## src/rtl/reaction_session_ctrl.sv

```systemverilog
// reaction_session_ctrl: sequences ROUNDS reaction trials on the core, accumulates best/total, selects displayed value
//   clk, rst_n (async active-low) | start_btn, abort_btn: raw async buttons
//   core_go/core_done/core_ms/core_early: trial handshake with the reaction-time core
//   value/disp_sel: display number and source | round, led_err, session_done: status
module reaction_session_ctrl #(
  parameter int ROUNDS   = 4,
  parameter int HOLD_CYC = 10_000_000
) (
  input  logic        clk,
  input  logic        rst_n,
  input  logic        start_btn,
  input  logic        abort_btn,
  output logic        core_go,
  input  logic        core_done,
  input  logic [13:0] core_ms,
  input  logic        core_early,
  output logic [13:0] value,
  output logic [1:0]  disp_sel,
  output logic [2:0]  round,
  output logic        led_err,
  output logic        session_done
);
  localparam int          SH        = $clog2(ROUNDS);
  localparam logic [13:0] MS_MAX    = 14'd9999;
  localparam logic [23:0] HOLD_LAST = 24'(HOLD_CYC - 1);
  localparam logic [2:0]  LAST_RND  = 3'(ROUNDS - 1);
  typedef enum logic [2:0] {IDLE, ARM, WAIT, SHOW, SUM_BEST, SUM_AVG} state_t;
  state_t state, state_n;
  logic [2:0]  start_sync, abort_sync;
  logic        start_p, abort_p;
  logic [13:0] ms_s, last, best;
  logic [16:0] sum;
  logic [23:0] hold_cnt;
  logic        hold_done, accept, new_session, holding;
  assign ms_s        = core_ms > MS_MAX ? MS_MAX : core_ms;
  assign hold_done   = hold_cnt == HOLD_LAST;
  assign holding     = state == SHOW || state == SUM_BEST;
  // abort outranks a coincident core_done, so the result is dropped
  assign accept      = state == WAIT && core_done && !abort_p;
  assign new_session = !abort_p && start_p && (state == IDLE || state == SUM_AVG);
  always_comb begin
    state_n = state;
    if (abort_p) state_n = IDLE;
    else
      case (state)
        IDLE:     state_n = start_p ? ARM : IDLE;
        ARM:      state_n = WAIT;
        WAIT:     state_n = core_done ? SHOW : WAIT;
        SHOW:     state_n = !hold_done ? SHOW : (led_err || round != LAST_RND) ? ARM : SUM_BEST;
        SUM_BEST: state_n = hold_done ? SUM_AVG : SUM_BEST;
        SUM_AVG:  state_n = start_p ? ARM : SUM_AVG;
        default:  state_n = IDLE;
      endcase
  end
  always_comb begin
    value    = 14'd0;
    disp_sel = 2'd0;
    case (state)
      WAIT:     value = ms_s;
      SHOW:     begin value = led_err ? 14'd0 : last; disp_sel = 2'd1; end
      SUM_BEST: begin value = best; disp_sel = 2'd2; end
      SUM_AVG:  begin value = 14'(sum >> SH); disp_sel = 2'd3; end
      default:  value = 14'd0;
    endcase
  end
  always_ff @(posedge clk or negedge rst_n) begin
    if (!rst_n) begin
      state        <= IDLE;
      start_sync   <= '0;
      abort_sync   <= '0;
      start_p      <= 1'b0;
      abort_p      <= 1'b0;
      core_go      <= 1'b0;
      session_done <= 1'b0;
      led_err      <= 1'b0;
      round        <= '0;
      last         <= '0;
      best         <= MS_MAX;
      sum          <= '0;
      hold_cnt     <= '0;
    end else begin
      start_sync   <= {start_sync[1:0], start_btn};
      abort_sync   <= {abort_sync[1:0], abort_btn};
      // registered edge pulses put action 3 edges after the first sample
      start_p      <= start_sync[1] & ~start_sync[2];
      abort_p      <= abort_sync[1] & ~abort_sync[2];
      state        <= state_n;
      core_go      <= state_n == ARM;
      session_done <= state_n == SUM_BEST || state_n == SUM_AVG;
      if (abort_p) begin
        best     <= MS_MAX;
        sum      <= '0;
        round    <= '0;
        led_err  <= 1'b0;
        hold_cnt <= '0;
      end else begin
        hold_cnt <= holding && !hold_done ? hold_cnt + 24'd1 : 24'd0;
        if (new_session) begin
          best  <= MS_MAX;
          sum   <= '0;
          round <= '0;
        end
        if (accept) begin
          last <= ms_s;
          if (core_early) led_err <= 1'b1;
          else begin
            sum  <= sum + {3'b0, ms_s};
            best <= ms_s < best ? ms_s : best;
          end
        end
        if (state == SHOW && hold_done) begin
          led_err <= 1'b0;
          if (!led_err && round != LAST_RND) round <= round + 3'd1;
        end
      end
    end
  end
endmodule

```

## config.mk

```make
export PLATFORM = sky130hd
export DESIGN_NAME = reaction_session_ctrl
export DESIGN_NICKNAME = d
export VERILOG_FILES = /design/src/rtl/reaction_session_ctrl.sv
export SDC_FILE = /design/constraint.sdc
export NUM_CORES = 1
export LEC_CHECK = 0
export CORE_MARGIN = 4
export CORE_UTILIZATION = 64
export CTS_CLUSTER_SIZE = 14
export DETAILED_ROUTE_END_ITERATION = 8
export GPL_TIMING_DRIVEN = 0
export HOLD_SLACK_MARGIN = 0.06
export PLACE_DENSITY = 0.86
export SETUP_SLACK_MARGIN = 0.2
export SLEW_MARGIN = 5
export SYNTH_ARGS = -nofsm -noshare
export SYNTH_HDL_FRONTEND = slang
export SYNTH_SLANG_ARGS = --single-unit
```

## constraint.sdc

```tcl
create_clock -name clk -period 7.9 [get_ports clk]
set_input_delay 1.58 -clock clk [delete_from_list [all_inputs] [get_ports clk]]
set_output_delay 1.58 -clock clk [all_outputs]
set_load 0.03 [all_outputs]
```

==> summary.md <==
| Metric | Value |
|---|---|
| Global-route wire length before repair | `23.3 mm` |
| CP dominant cell by count | `nor2_1` |
| Clock share of power | `0.196` |
| Die area | `0.00990 mm^2` |
| Placer Congestion | `0.954` |
| Fin util | `0.747` |
| Antenna-violating nets left | `0` |
| Yosys warns | `0` |
| Finished Layout Cells | `757` |
| Slowest CP cell | `clkdlybuf4s50_1` |
| CTS resizes | `0` |
| Final net count | `690` |
| Vias in the first global route | `approximately 4800` |
| CTS Buf Count | `9` |
| TNS Setup | `0 ns` |
| Die Y-Extent | `99.5 um` |
| Area Overhead vs Synth | `13.9%` |
| Final Max Slew Viols | `0` |
| Register bit total from synthesis | `85` |
| Placed Cells | `741` |
| Ys async rst share | `1.00` |
| Ports | `between 40 and 50` |
| Reg2reg setup slack | `4.53 ns` |
| Endpoints failing hold | `0` |
| Cell row count | `33` |
| VDD IR-drop max | `190 uV` |
| CTS tree | `yes` |
| Core ar. | `0.00818 mm^2` |
| Period Utilization, post-route | `0.767` |
| Worst slew pin tran | `about 1.2 ns` |
| Comb pwr share | `0.454` |
| DRT Wirelength | `14.3 mm` |
| DRT Pass-1 Iters | `5` |
| Critical path, cell by cell | `clkdlybuf4s50_1, nor4_2, o21ai_1, nor2_1, inv_1, ha_1, fa_1, a211oi_1, nor2_1, a211o_1, a31oi_1, o41ai_2, a221oi_1, mux2i_1, o211ai_1` |
| Slew headroom | `0.221` |
| Net Switching | `around 0.00067 W` |
| Clk pin slew, worst setup/hold paths | `approximately 0.090 ns` |
| Int Power | `0.000953 W` |
| WHS | `0.357 ns` |
| Starting Density | `0.656` |
| Initial DRC Count | `345` |
| Die W | `99.5 um` |
| # DRC | `0` |
| Number of buffers on the longest clock path | `2` |
| Post-CTS setup buffer count | `0` |
| Detail Placement HPWL | `10.6 mm` |
| Clock Skews | `0.0128 ns` |
| Setup CP Type | `in2reg` |
| RSZ-0062 raised after global routing | `false` |
| Htree depth | `3` |
| Total Routing Usage GR | `0.297` |
| Crit. End Element | `flip-flop` |
| Sequential cell area fraction in the yosys report | `0.399` |
| Number of diodes | `0` |
| Hold-fix buffers at CTS | `0` |
| DR vias/cell | `6.46` |
| Mapped cell area | `approximately 0.0054 mm^2` |
| Post-Synthesis Cells | `596` |
| Buffers on Ports | `39` |
| PD cells | `between 200 and 300 mW/mm^2` |
| Leakage | `2.65 nW` |
| CP required | `8.13 ns` |
| Total congestion overflow | `0` |
| Layout cells sized above 1 | `0.0798` |
| Min-Delay Path Class | `reg2reg` |
| Switching Fraction | `0.414` |
| Syn nets | `approximately 640` |
| Clock Latency Late Sink | `0.37 ns` |
| DR WL/cell | `18.9 um` |
| Most frequent cells in the layout | `77 x dfrtp_1, 67 x nor2_1, 67 x nand2_1` |
| Max Clock Freq | `165 MHz` |
| Tmin final | `6.06 ns` |
| Initial antenna violation count | `0` |
| Final WS setup | `between 1.5 and 2 ns` |
| Post-synth EDFFs | `0` |
| Final setup fails | `0` |
| Largest net degree at the start of global routing | `between 50 and 60` |
| Cell chosen for the clock root | `clkbuf_8` |
| Max Fanout on Critical Path | `8` |
| Commonest non-fill, non-tap cell in the layout | `dfrtp_1` |
| Pre-CTS WS | `around 1.6 ns` |
| Synth unique cells | `between 70 and 80` |
| Setup crit start kind | `input port` |
| Primary FF master, synth | `dfrtp_1` |
| Worst EP arrival | `between 6 and 7 ns` |
| Fillers | `601` |
| Max stage delay on crit path | `0.57 ns` |
| Status | `finished, final reports clean` |
| Max-cap viol count | `0` |
| Vias | `4891` |
| CTS Sinks | `85` |
| Sequential power share | `0.350` |
| Syn_area_per_cell | `8.99 um^2` |
==> cells in the mapped netlist (5+ instances only) <==
cell | count | area (um^2)
nand3_1 | 17 | 85.1
nand2_1 | 67 | 251
xor2_1 | 15 | 131
inv_1 | 38 | 143
o21ai_0 | 34 | 170
o21a_1 | 5 | 37.5
a211oi_1 | 5 | 37.5
nor2_1 | 67 | 251
or3_1 | 7 | 43.8
a32o_1 | 5 | 50.1
and3_1 | 9 | 56.3
a21oi_1 | 28 | 140
o221ai_1 | 10 | 87.6
mux2i_1 | 17 | 170
clkbuf_1 | 24 | 90.1
ha_1 | 22 | 275
a31oi_1 | 5 | 31.3
a22o_1 | 7 | 61.3
a22oi_1 | 7 | 52.6
dfstp_2 | 8 | 210
dfrtp_1 | 77 | 1930
mux2_2 | 5 | 56.3
nor3_1 | 7 | 35.0
a21o_1 | 9 | 67.6
xnor2_1 | 14 | 123
==> cell type report <==
class / count / area, um^2 / area share
clock buffers: 11 / 141 / 0.0232
repair buffers: 40 / 415 / 0.0680
multi-input cells: 442 / 2960 / 0.484
inverters: 38 / 143 / 0.0234
flip-flops and latches: 85 / 2140 / 0.350
plain buffers: 31 / 125 / 0.0205
well taps: 105 / 131 / 0.0215
clock inverters: 5 / 58.8 / 0.00963
==> final timing paths <==
check                                           to                    start  cells after the start
setup / recovery                 sum[12]$_DFF_PN0_               core_ms[7]                     15
hold / removal             abort_sync[1]$_DFF_PN0_  abort_sync[0]$_DFF_PN0_                      0
setup reg to reg                 sum[12]$_DFF_PN0_         sum[0]$_DFF_PN0_                     10
hold reg to reg            abort_sync[1]$_DFF_PN0_  abort_sync[0]$_DFF_PN0_                      0
max in group asynchronous     best[13]$_DFFE_PN1P_                    rst_n                      2
min in group asynchronous         sum[3]$_DFF_PN0_                    rst_n                      1
==> sequential cells by signal, summed over array words and instances (netlist names) <==
register / flops
best: 14
hold_cnt: 24
start_sync: 3
session_done: 1
sum: 16
round: 3
abort_sync: 3
core_go: 1
abort_p: 1
led_err: 1
state: 3
start_p: 1
last: 14
==> layer usage <==
| layer | up-vias | track usage | wire [um] |
|---|---|---|---|
| met5 | - | 0 | 0 |
| met4 | 0 | 0.145 | 476 |
| met3 | 47 | 0.0540 | 1000 |
| met2 | 245 | 0.471 | 6710 |
| met1 | 2369 | 0.392 | 6080 |
| li1 | 2230 | - | - |
==> stage by stage <==
step | cell area (um^2) | power [W]
2_1_floorplan | 5360 | 0.00107
3_3_place_gp | 5880 | 0.00127
3_5_place_dp | 5910 | 0.00129
4_1_cts | 6110 | 0.00161
5_1_grt | 6110 | 0.00171
6_report | 6110 | 0.00163
==> logic make-up (layout without fill, tap and decap cells) <==
family	after synthesis	in the layout	share of synthesized area
compound gates	158	158	0.218
xor+xnor	30	30	0.0504
fa+ha+maj	26	26	0.0609
buf+inv	69	125	0.0500
flops	85	85	0.399
mux	23	23	0.0443
simple gates	205	205	0.177
==> power groups by stage <==
stage	registers, W	logic [W]	clock network [W]
after floorplan	0.000566	0.000501	0
after global placement	0.000569	0.000702	0
after detailed placement	0.000574	0.000720	0
after CTS	0.000567	0.000725	0.000322
after global routing	0.000576	0.000796	0.000342
final	0.000569	0.000738	0.000319
==> worst max-delay path, delay by kind of cell <==
kind,cells,cell delay [ns]
muxes,1,0.26
buffers and inverters,2,0.66
AOI/OAI and AO/OA,7,2.03
and+or+nand+nor,3,1.09
adders and majority gates,2,0.66
Note: power is estimated with default switching activity, not from simulation.
